<file path="src/rtl/pipe_stage_skid.sv">
// Pipeline stage register with valid/ready handshake and a 2-entry skid buffer; in_ready is registered.
// Optional perf counters (stall_cnt, flush_cnt) are built when PIPE_STAGE_PERF_EN is defined.
module pipe_stage_skid #(
  parameter int unsigned      WIDTH     = 32,
  parameter logic [WIDTH-1:0] RESET_VAL = '0,
  parameter int unsigned      CNT_W     = 32
) (
  input  logic             clk,
  input  logic             reset,
  input  logic             flush,
  input  logic             in_valid,
  output logic             in_ready,
  input  logic [WIDTH-1:0] in_data,
  output logic             out_valid,
  input  logic             out_ready,
  output logic [WIDTH-1:0] out_data
`ifdef PIPE_STAGE_PERF_EN
  ,
  output logic [CNT_W-1:0] stall_cnt,
  output logic [CNT_W-1:0] flush_cnt
`endif
);

  typedef enum logic [1:0] {
    ST_EMPTY = 2'd0,
    ST_BUSY  = 2'd1,
    ST_FULL  = 2'd2
  } state_t;

  state_t           state_r;
  logic             out_valid_r;
  logic             in_ready_r;
  logic [WIDTH-1:0] main_r;
  logic [WIDTH-1:0] skid_r;
  logic             acc_s;
  logic             take_s;

  assign acc_s     = in_valid & in_ready_r;
  assign take_s    = out_valid_r & out_ready;
  assign in_ready  = in_ready_r;
  assign out_valid = out_valid_r;
  assign out_data  = main_r;

  // Stage FSM: state, registered handshake outputs and the two data slots.
  always_ff @(posedge clk or posedge reset) begin
    if (reset) begin
      state_r     <= ST_EMPTY;
      out_valid_r <= 1'b0;
      in_ready_r  <= 1'b1;
      main_r      <= RESET_VAL;
      skid_r      <= RESET_VAL;
    end else if (flush) begin
      // Squash held entries; data slots keep their contents.
      state_r     <= ST_EMPTY;
      out_valid_r <= 1'b0;
      in_ready_r  <= 1'b1;
    end else begin
      case (state_r)
        ST_EMPTY: begin
          if (acc_s) begin
            main_r      <= in_data;
            state_r     <= ST_BUSY;
            out_valid_r <= 1'b1;
            in_ready_r  <= 1'b1;
          end else begin
            state_r     <= ST_EMPTY;
          end
        end
        ST_BUSY: begin
          if (acc_s && take_s) begin
            main_r      <= in_data;
          end else if (acc_s) begin
            // Downstream stalled: park the new entry and drop ready next cycle.
            skid_r      <= in_data;
            state_r     <= ST_FULL;
            in_ready_r  <= 1'b0;
          end else if (take_s) begin
            state_r     <= ST_EMPTY;
            out_valid_r <= 1'b0;
          end else begin
            state_r     <= ST_BUSY;
          end
        end
        ST_FULL: begin
          if (take_s) begin
            main_r      <= skid_r;
            state_r     <= ST_BUSY;
            in_ready_r  <= 1'b1;
          end else begin
            state_r     <= ST_FULL;
          end
        end
        default: begin
          state_r     <= ST_EMPTY;
          out_valid_r <= 1'b0;
          in_ready_r  <= 1'b1;
        end
      endcase
    end
  end

`ifdef PIPE_STAGE_PERF_EN
  localparam logic [CNT_W-1:0] CNT_MAX = {CNT_W{1'b1}};
  localparam logic [CNT_W-1:0] CNT_ONE = {{(CNT_W-1){1'b0}}, 1'b1};

  logic [CNT_W-1:0] stall_cnt_r;
  logic [CNT_W-1:0] flush_cnt_r;

  assign stall_cnt = stall_cnt_r;
  assign flush_cnt = flush_cnt_r;

  // Saturating counters for downstream stalls and flushes that squash live entries.
  always_ff @(posedge clk or posedge reset) begin
    if (reset) begin
      stall_cnt_r <= {CNT_W{1'b0}};
      flush_cnt_r <= {CNT_W{1'b0}};
    end else begin
      if (out_valid_r && !out_ready && (stall_cnt_r != CNT_MAX)) begin
        stall_cnt_r <= stall_cnt_r + CNT_ONE;
      end else begin
        stall_cnt_r <= stall_cnt_r;
      end
      if (flush && (state_r != ST_EMPTY) && (flush_cnt_r != CNT_MAX)) begin
        flush_cnt_r <= flush_cnt_r + CNT_ONE;
      end else begin
        flush_cnt_r <= flush_cnt_r;
      end
    end
  end
`else
  // Counters absent; CNT_W stays in the parameter list so both builds share one interface.
  if (CNT_W < 1) begin : g_cnt_w_unused
  end
`endif

endmodule

</file>
<file path="config.mk">
export PLATFORM = sky130hd
export DESIGN_NAME = pipe_stage_skid
export DESIGN_NICKNAME = d
export VERILOG_FILES = /design/src/rtl/pipe_stage_skid.sv
export SDC_FILE = /design/constraint.sdc
export NUM_CORES = 1
export LEC_CHECK = 0
export CAP_MARGIN = 0
export CORE_AREA = 10 10 101 103
export DETAILED_ROUTE_END_ITERATION = 10
export DIE_AREA = 0 0 111 113
export GPL_TIMING_DRIVEN = 0
export HOLD_SLACK_MARGIN = 0.12
export PLACE_DENSITY_LB_ADDON = 0.1
export RECOVER_POWER = 50
export SYNTH_ARGS = -nofsm -noshare
export SYNTH_HDL_FRONTEND = slang
export SYNTH_SLANG_ARGS = --single-unit
export TNS_END_PERCENT = 100
</file>
<file path="constraint.sdc">
create_clock -name clk -period 2.3 [get_ports clk]
set_input_delay 0.46 -clock clk [delete_from_list [all_inputs] [get_ports clk]]
set_output_delay 0.46 -clock clk [all_outputs]
set_load 0.03 [all_outputs]
</file>
## After elaboration in Yosys (flattened, before gate mapping)

Cells that the tools add are included.

- Mux-type cells: 22
- Bitwise operators: 4
- Reductions and logical operators: 7
- Equal/unequal tests: 12

Operator list:

| cell | count |
|---|---|
| 32-bit 2-to-1 mux | 3 |
| 32-bit case mux with 3 select lines | 1 |
| 3-bit inequality test, second input constant | 6 |
| 1-bit 2-to-1 mux | 11 |
| 5-bit AND reduction | 2 |
| 2-bit 2-to-1 mux | 4 |
| 2-bit inequality test, second input constant | 4 |
| 4-bit AND reduction | 2 |
| 1-bit case mux with 3 select lines | 2 |
| 2-bit case mux with 3 select lines | 1 |
| 3-bit nonzero test | 1 |
| 1-bit AND | 2 |
| 2-bit by 1-bit equality test with 1-bit output, second input constant | 1 |
| 2-bit equality test, second input constant | 1 |
| 2-bit logical NOT | 1 |
| 1-bit NOT | 2 |
| 1-bit logical AND | 1 |

- Output and inout port bits: 34
- Register bits after elaboration: 68
- Word-level logic and storage cells: 50

## Longest topological paths before layout

Gate-level depths: netlist (run 1).

- Depth in word-level cells: 6
- Depth in mapped cells: 7

## Least setup slack after synthesis (run 1)

OpenSTA, ideal clock, no wires.

- Path kind: flip-flop to flip-flop
- From: reg in_ready_r, in the netlist in_ready
- To: reg main_r[17], in the netlist out_data[17]
- Setup slack: 564 ps
- Path buffers: 1
- Cell stages (with the launch flop): 5
- Data arrival time: 1612 ps
- Cells stage by stage: dfstp_2 -> nand3b_1 -> a221oi_4 -> buf_4 -> a21oi_1

- Word-level cells in the longest chain between the ends: 4
- Elaborated cells between the ends (all ways): 5

Ends and longest elaborated chain:

| element | line | text |
|---|---|---|
| start, declared | 32 | `logic in_ready_r;` |
| start signal, assigned | 49 | `in_ready_r <= 1'b1;` |
| start signal, assigned | 56 | `in_ready_r <= 1'b1;` |
| start signal, assigned | 64 | `in_ready_r <= 1'b1;` |
| 1-bit AND (*) | 38 | `assign acc_s = in_valid & in_ready_r;` |
| 1-bit logical AND | 70 | `if (acc_s && take_s) begin` |
| 2-bit inequality test (no line) | n/a |  |
| 5-bit AND reduction (no line) (*) | n/a |  |
| end signal, assigned | 61 | `main_r <= in_data;` |
| end signal, assigned | 71 | `main_r <= in_data;` |
| end signal, assigned | 86 | `main_r <= skid_r;` |
| end, declared | 33 | `logic [WIDTH-1:0] main_r;` |

Every way passes the cells marked *; elsewhere a longest branch is shown, timed or not.
A chain may end at the register's enable or synchronous reset.

## Worst setup path after layout (run 1)

- From: in flush
- To: reg skid_r[2]

- Word-level cells in the longest chain between the ends: 2

Ends and longest elaborated chain:

| element | line | text |
|---|---|---|
| start, declared | 10 | `input logic flush,` |
| 1-bit NOT (no line) | n/a |  |
| 4-bit AND reduction (no line) | n/a |  |
| end signal, assigned | 74 | `skid_r <= in_data;` |
| end, declared | 34 | `logic [WIDTH-1:0] skid_r;` |

Every way passes these cells.

==> results.json, run 1 <==
{
  "drc": 0,
  "h-tree-depth": 3,
  "avgSynthCellArea_sq_um": 12.5,
  "die_area_sq_um": 12500,
  "fin_setup_tns_ps": 0,
  "stdcell_count": 428,
  "synth-seq-area-share_pct": 57.6,
  "synth.largest_area_cell": "dfrtp_1",
  "overflow": 0,
  "rsz0062_at_grt": "no",
  "clk_latency_ps": 330,
  "end_kind": "register",
  "grt_max_degree": 69,
  "setup_viol": 0,
  "drive_above_1_share_pct": 21.1,
  "required_ps": 2520,
  "vias_per_cell": 4.73,
  "postCtsHoldBufs": 0,
  "layout_commonest_cell": "dfrtp_1",
  "dr.pass1.iters": 6,
  "min_period_over_period_pct": 90.8,
  "cts_tree": "yes",
  "path_max_fanout": 10,
  "fin_util_pct": 49.7,
  "slew_violations": 0,
  "crit_slowest_cell": "dlygate4sd3_1",
  "final_cell_mix": "67 x dfrtp_1, 55 x clkdlybuf4s50_1, 34 x nor2_1",
  "antennaDiodeCount": 0,
  "ir_worst_vdd_uv": 487,
  "syn_area_sq_um": 2960,
  "cts_buffer_depth": 2,
  "status": "finished clean",
  "gp_congestion": 0.739,
  "dp.cells": 412,
  "netlist-cell-type-count": 27,
  "area_delta_synth_final_pct": 36.8,
  "max_freq_ghz": 0.479,
  "die_height_um": 113,
  "hold_violations": 0,
  "cp-start-kind": "primary input",
  "crit_chain": "dlygate4sd3_1 > nor2_1 > nand4_1 > nand2b_1 > clkbuf_2 > buf_2 > mux2_2",
  "place_hpwl_mm": 4.65,
  "arrival_ps": 2300,
  "io_buffers": 70,
  "ys_ff_latch": 68,
  "hp-class": "register to register",
  "start_util_pct": 36.3,
  "cts_setup_buffers": 0,
  "max-slew-margin-rel_pct": 4.41,
  "p_leak_uw": 0.00189,
  "finalWorstSetupSlack_ps": 211,
  "vias": 2024,
  "antenna_found_initial": 0,
  "drt_iter0_drc": 45,
  "row_count": 33,
  "power.density_nw_per_um2": 1250,
  "maxCapViolations": 0,
  "clock-root-buffer": "clkbuf_8",
  "clock-sinks": 68,
  "fin_crit_ps": 2090,
  "fillers": 768,
  "grt_pass1_vias": 2216,
  "clock_skew_ps": 7.23,
  "synth_fp_nets": 274,
  "worst_pin_slew_ps": 1430,
  "dp_slack_ps": -250,
  "die_x_um": 111,
  "slowest_delay_ps": 700,
  "grtUsageTotal_pct": 11.1,
  "ios": 71,
  "synth_top_area_share_pct": 56.7,
  "wire_per_inst_um": 15.9,
  "yosysWarnings": 0,
  "p_total_uw": 5070,
  "finalWirelength_mm": 6.81,
  "ctsResizeCount": 0,
  "setup.worst_path.class": "primary input to register",
  "grt_pass1_wl_mm": 11.4,
  "core-area_sq_um": 8130,
  "clkTransAtPathRegs_ps": 70,
  "synth_area_leaders": "dfrtp_1 57%, mux2_2 12%, mux2i_1 11%",
  "synthCells": 237,
  "cts_buffers": 9,
  "fin_nets": 355,
  "ff2ff_setup_slack_ps": 410,
  "ant_nets": 0
}
==> cell usage after synthesis <==
cell and number:
a211o_1 2, a211oi_1 1, a21o_1 1, a21oi_1 32
a21oi_2 4, a221oi_4 1, a31oi_1 1, and2_1 1
buf_2 8, buf_4 3, buf_6 4, clkbuf_1 1
dfrtp_1 67, dfstp_2 1, inv_1 2, mux2_1 1
mux2_2 31, mux2i_1 32, nand2_1 2, nand2b_1 2
nand3_1 1, nand3b_1 1, nand4_1 1, nor2_1 34
o21ai_0 1, o21bai_1 1, xor2_1 1
==> cell type report <==
type,count,area [sq um],area share [%]
plain buffers,16,116,2.88
clock buffers,12,155,3.84
clock inverters,4,95.1,2.35
inverters,2,7.51,0.186
multi-input cells,151,1130,28.1
flip-flops and latches,68,1700,42.1
well taps,105,131,3.25
repair buffers,70,701,17.3
==> flip-flops by register name, summed over array words and instances (netlist names) <==
signal and count:
out_valid 1, skid_r 32, state_r 2, out_data 32, in_ready 1
==> logic make-up after synthesis <==
kind of cell	Yosys count	share of synthesized area (%)
flip-flops	68	57.6
multiplexers	64	23.0
AO/OA/AOI/OAI	44	9.23
AND/OR/NAND/NOR	42	5.84
buffers and inverters	18	4.02
XOR/XNOR	1	0.296
==> stage by stage <==
stage          hold slack, ps  cell area, sq um
2_1_floorplan             464              2960
3_3_place_gp              475              3790
3_5_place_dp              481              3790
4_1_cts                   498              4040
5_1_grt                   526              4040
6_report                  493              4040
==> layer usage <==
layer / vias to the layer above / global-route usage (%) / wire length [um]
met4: 0 / 4.17 / 60
met1: 972 / 14.0 / 3170
met5: - / 0 / 0
met2: 50 / 17.1 / 3250
li1: 996 / - / -
met3: 6 / 3.75 / 323
==> critical path, delay by kind of cell <==
family | cells | cell delay, ps
and+or+nand+nor | 3 | 290
buffers and inverters | 3 | 1190
muxes | 1 | 360
==> report_power, final <==
group,internal (uW),leakage [uW],switching [uW],total [uW]
registers,1730,0.000788,261,1990
logic,868,0.000979,988,1860
clock network,779,0.000127,445,1220
total,3380,0.00189,1690,5070
==> final timing paths <==
path,start,end,cells after the start
setup / recovery,flush,skid_r[2],7
hold / removal,skid_r[26],skid_r[26],1
setup reg to reg,state_r[0],out_data[24],6
hold reg to reg,skid_r[26],skid_r[26],1
max in group asynchronous,reset,skid_r[11],2
min in group asynchronous,reset,skid_r[24],2
Power figures use the tool's default switching activity.
==> inputs of run 2 (changes only) <==
--- a/config.mk
+++ b/config.mk
@@ -5,7 +5,6 @@
 export SDC_FILE = /design/constraint.sdc
 export NUM_CORES = 1
 export LEC_CHECK = 0
-export CAP_MARGIN = 0
 export CORE_AREA = 10 10 101 103
 export DETAILED_ROUTE_END_ITERATION = 10
 export DIE_AREA = 0 0 111 113
@@ -13,6 +12,7 @@
 export HOLD_SLACK_MARGIN = 0.12
 export PLACE_DENSITY_LB_ADDON = 0.1
 export RECOVER_POWER = 50
+export REMOVE_ABC_BUFFERS = 1
 export SYNTH_ARGS = -nofsm -noshare
 export SYNTH_HDL_FRONTEND = slang
 export SYNTH_SLANG_ARGS = --single-unit
==> run 2 against run 1 <==
- sequential share of layout area increased by 1.1 points
- sequential power about the same
- fmax increased by 1.7%
- combinational power about the same
- worst setup slack improved by 35 ps
- cell area decreased by 2.5%
- core utilization decreased by 1.3 points
- first-iteration DRC count increased by 16%
==> results.json, run 2 (same netlist as run 1, synthesis figures left out) <==
{
  "ctsResizeCount": 0,
  "r2r-start": "state_r[0]",
  "ir_worst_vdd_uv": 495,
  "max_freq_ghz": 0.487,
  "design_area_sq_um": 3940,
  "die_x_um": 111,
  "antenna_found_initial": 0,
  "ant_nets": 0,
  "start_util_pct": 36.3,
  "h-tree-depth": 3,
  "rsz0062_at_grt": "no",
  "crit_chain": "clkdlybuf4s50_1",
  "die_height_um": 113,
  "drc": 0,
  "status": "finished clean",
  "clock-root-buffer": "clkbuf_8",
  "dr.pass1.iters": 4,
  "hold_depth": 1,
  "layout_commonest_cell": "dfrtp_1",
  "r2r_cells": 6,
  "dp_slack_ps": -268,
  "path_buf_inv": 1,
  "core-area_sq_um": 8130,
  "finalWirelength_mm": 6.22,
  "area_delta_synth_final_pct": 33.3,
  "clkTransAtPathRegs_ps": 80,
  "r2r-end": "out_data[26]",
  "setup_viol": 0,
  "slew_violations": 0,
  "hold_end": "skid_r[26]",
  "finalWorstSetupSlack_ps": 245,
  "stdcell_count": 416,
  "grtUsageTotal_pct": 10.0,
  "maxCapViolations": 0,
  "ios": 71,
  "fin_crit_ps": 2050,
  "grt_max_degree": 69,
  "fillers": 758,
  "path_max_fanout": 6,
  "fin_nets": 343,
  "drt_iter0_drc": 52,
  "dp.cells": 400,
  "grt_pass1_vias": 1981,
  "postCtsHoldBufs": 0,
  "required_ps": 1840,
  "clk_latency_ps": 340,
  "clock-sinks": 68,
  "hold_violations": 0,
  "p_leak_uw": 0.00183,
  "vias_per_cell": 4.70,
  "grt_pass1_wl_mm": 10.3,
  "die_area_sq_um": 12500,
  "cts_tree": "yes",
  "multi_input_area_sq_um": 1150,
  "slowest_delay_ps": 680,
  "ff_latch_area_sq_um": 1700,
  "drive_above_1_share_pct": 19.3,
  "cts_setup_buffers": 0,
  "arrival_ps": 1590,
  "worstHoldStart": "skid_r[26]",
  "vias": 1954,
  "setup.worst_path.class": "register to primary output",
  "crit_slowest_cell": "clkdlybuf4s50_1",
  "hp-class": "register to register",
  "io_buffers": 70,
  "placed_cell_area_sq_um": 3760,
  "worst_pin_slew_ps": 1430,
  "fin_util_pct": 48.5,
  "min_period_over_period_pct": 89.3,
  "clock_skew_ps": 6.78,
  "wire_per_inst_um": 14.9,
  "overflow": 0,
  "place_hpwl_mm": 4.15,
  "row_count": 33,
  "final_cell_mix": "67 x dfrtp_1, 63 x clkdlybuf4s50_1, 34 x nor2_1",
  "ff2ff_setup_slack_ps": 380,
  "cp-start-kind": "register",
  "antennaDiodeCount": 0,
  "cts_buffer_depth": 2,
  "p_total_uw": 4720,
  "gp_congestion": 0.728,
  "critical-path-top-delay-family": "buffers and inverters",
  "max-slew-margin-rel_pct": 4.95,
  "cts_buffers": 9,
  "power.density_nw_per_um2": 1200,
  "end_kind": "primary output"
}
[run 2: how the worst max path moves through the flow]
stage,end,depth (start not counted),start
CTS,out_data[17],6,state_r[0]
finish,in_ready,1,in_ready
global placement,out_data[19],4,state_r[0]
floorplan,out_data[16],4,state_r[0]
global route,skid_r[9],2,reset
detailed placement,skid_r[26],5,flush
[run 2: per-layer routing]
| metal | wire, um | global-route usage (%) | share of wire, % | up-vias |
|---|---|---|---|---|
| li1 | - | - | - | 966 |
| met1 | 2800 | 12.4 | 45 | 936 |
| met2 | 2940 | 15.1 | 47 | 42 |
| met3 | 373 | 3.80 | 6.0 | 10 |
| met4 | 108 | 4.95 | 1.7 | 0 |
| met5 | 0 | 0 | 0 | - |
[run 2: layout make-up]
type                       count  share of cell area (%)
multi-input combinational    151                    29.2
inverter                       2                   0.190
tap                          105                    3.33
clock inverter                 7                    1.33
timing repair buffer          74                    19.6
clock buffer                   9                    3.14
sequential                    68                    43.2
[run 2: per-stage QoR]
| step | TNS [ps] | hold slack [ps] |
|---|---|---|
| 2_1_floorplan | -36830 | 464 |
| 3_3_place_gp | -186730 | 478 |
| 3_5_place_dp | -7590 | 486 |
| 4_1_cts | 0 | 504 |
| 5_1_grt | 0 | 514 |
| 6_report | 0 | 501 |
[run 2: power by group]
group / switching, uW / internal, uW / total [uW] / leakage (uW)
combinational: 974 / 884 / 1860 / 0.000961
sequential: 263 / 1730 / 1990 / 0.000788
clock: 480 / 394 / 874 / 0.0000779
total: 1720 / 3010 / 4720 / 0.00183
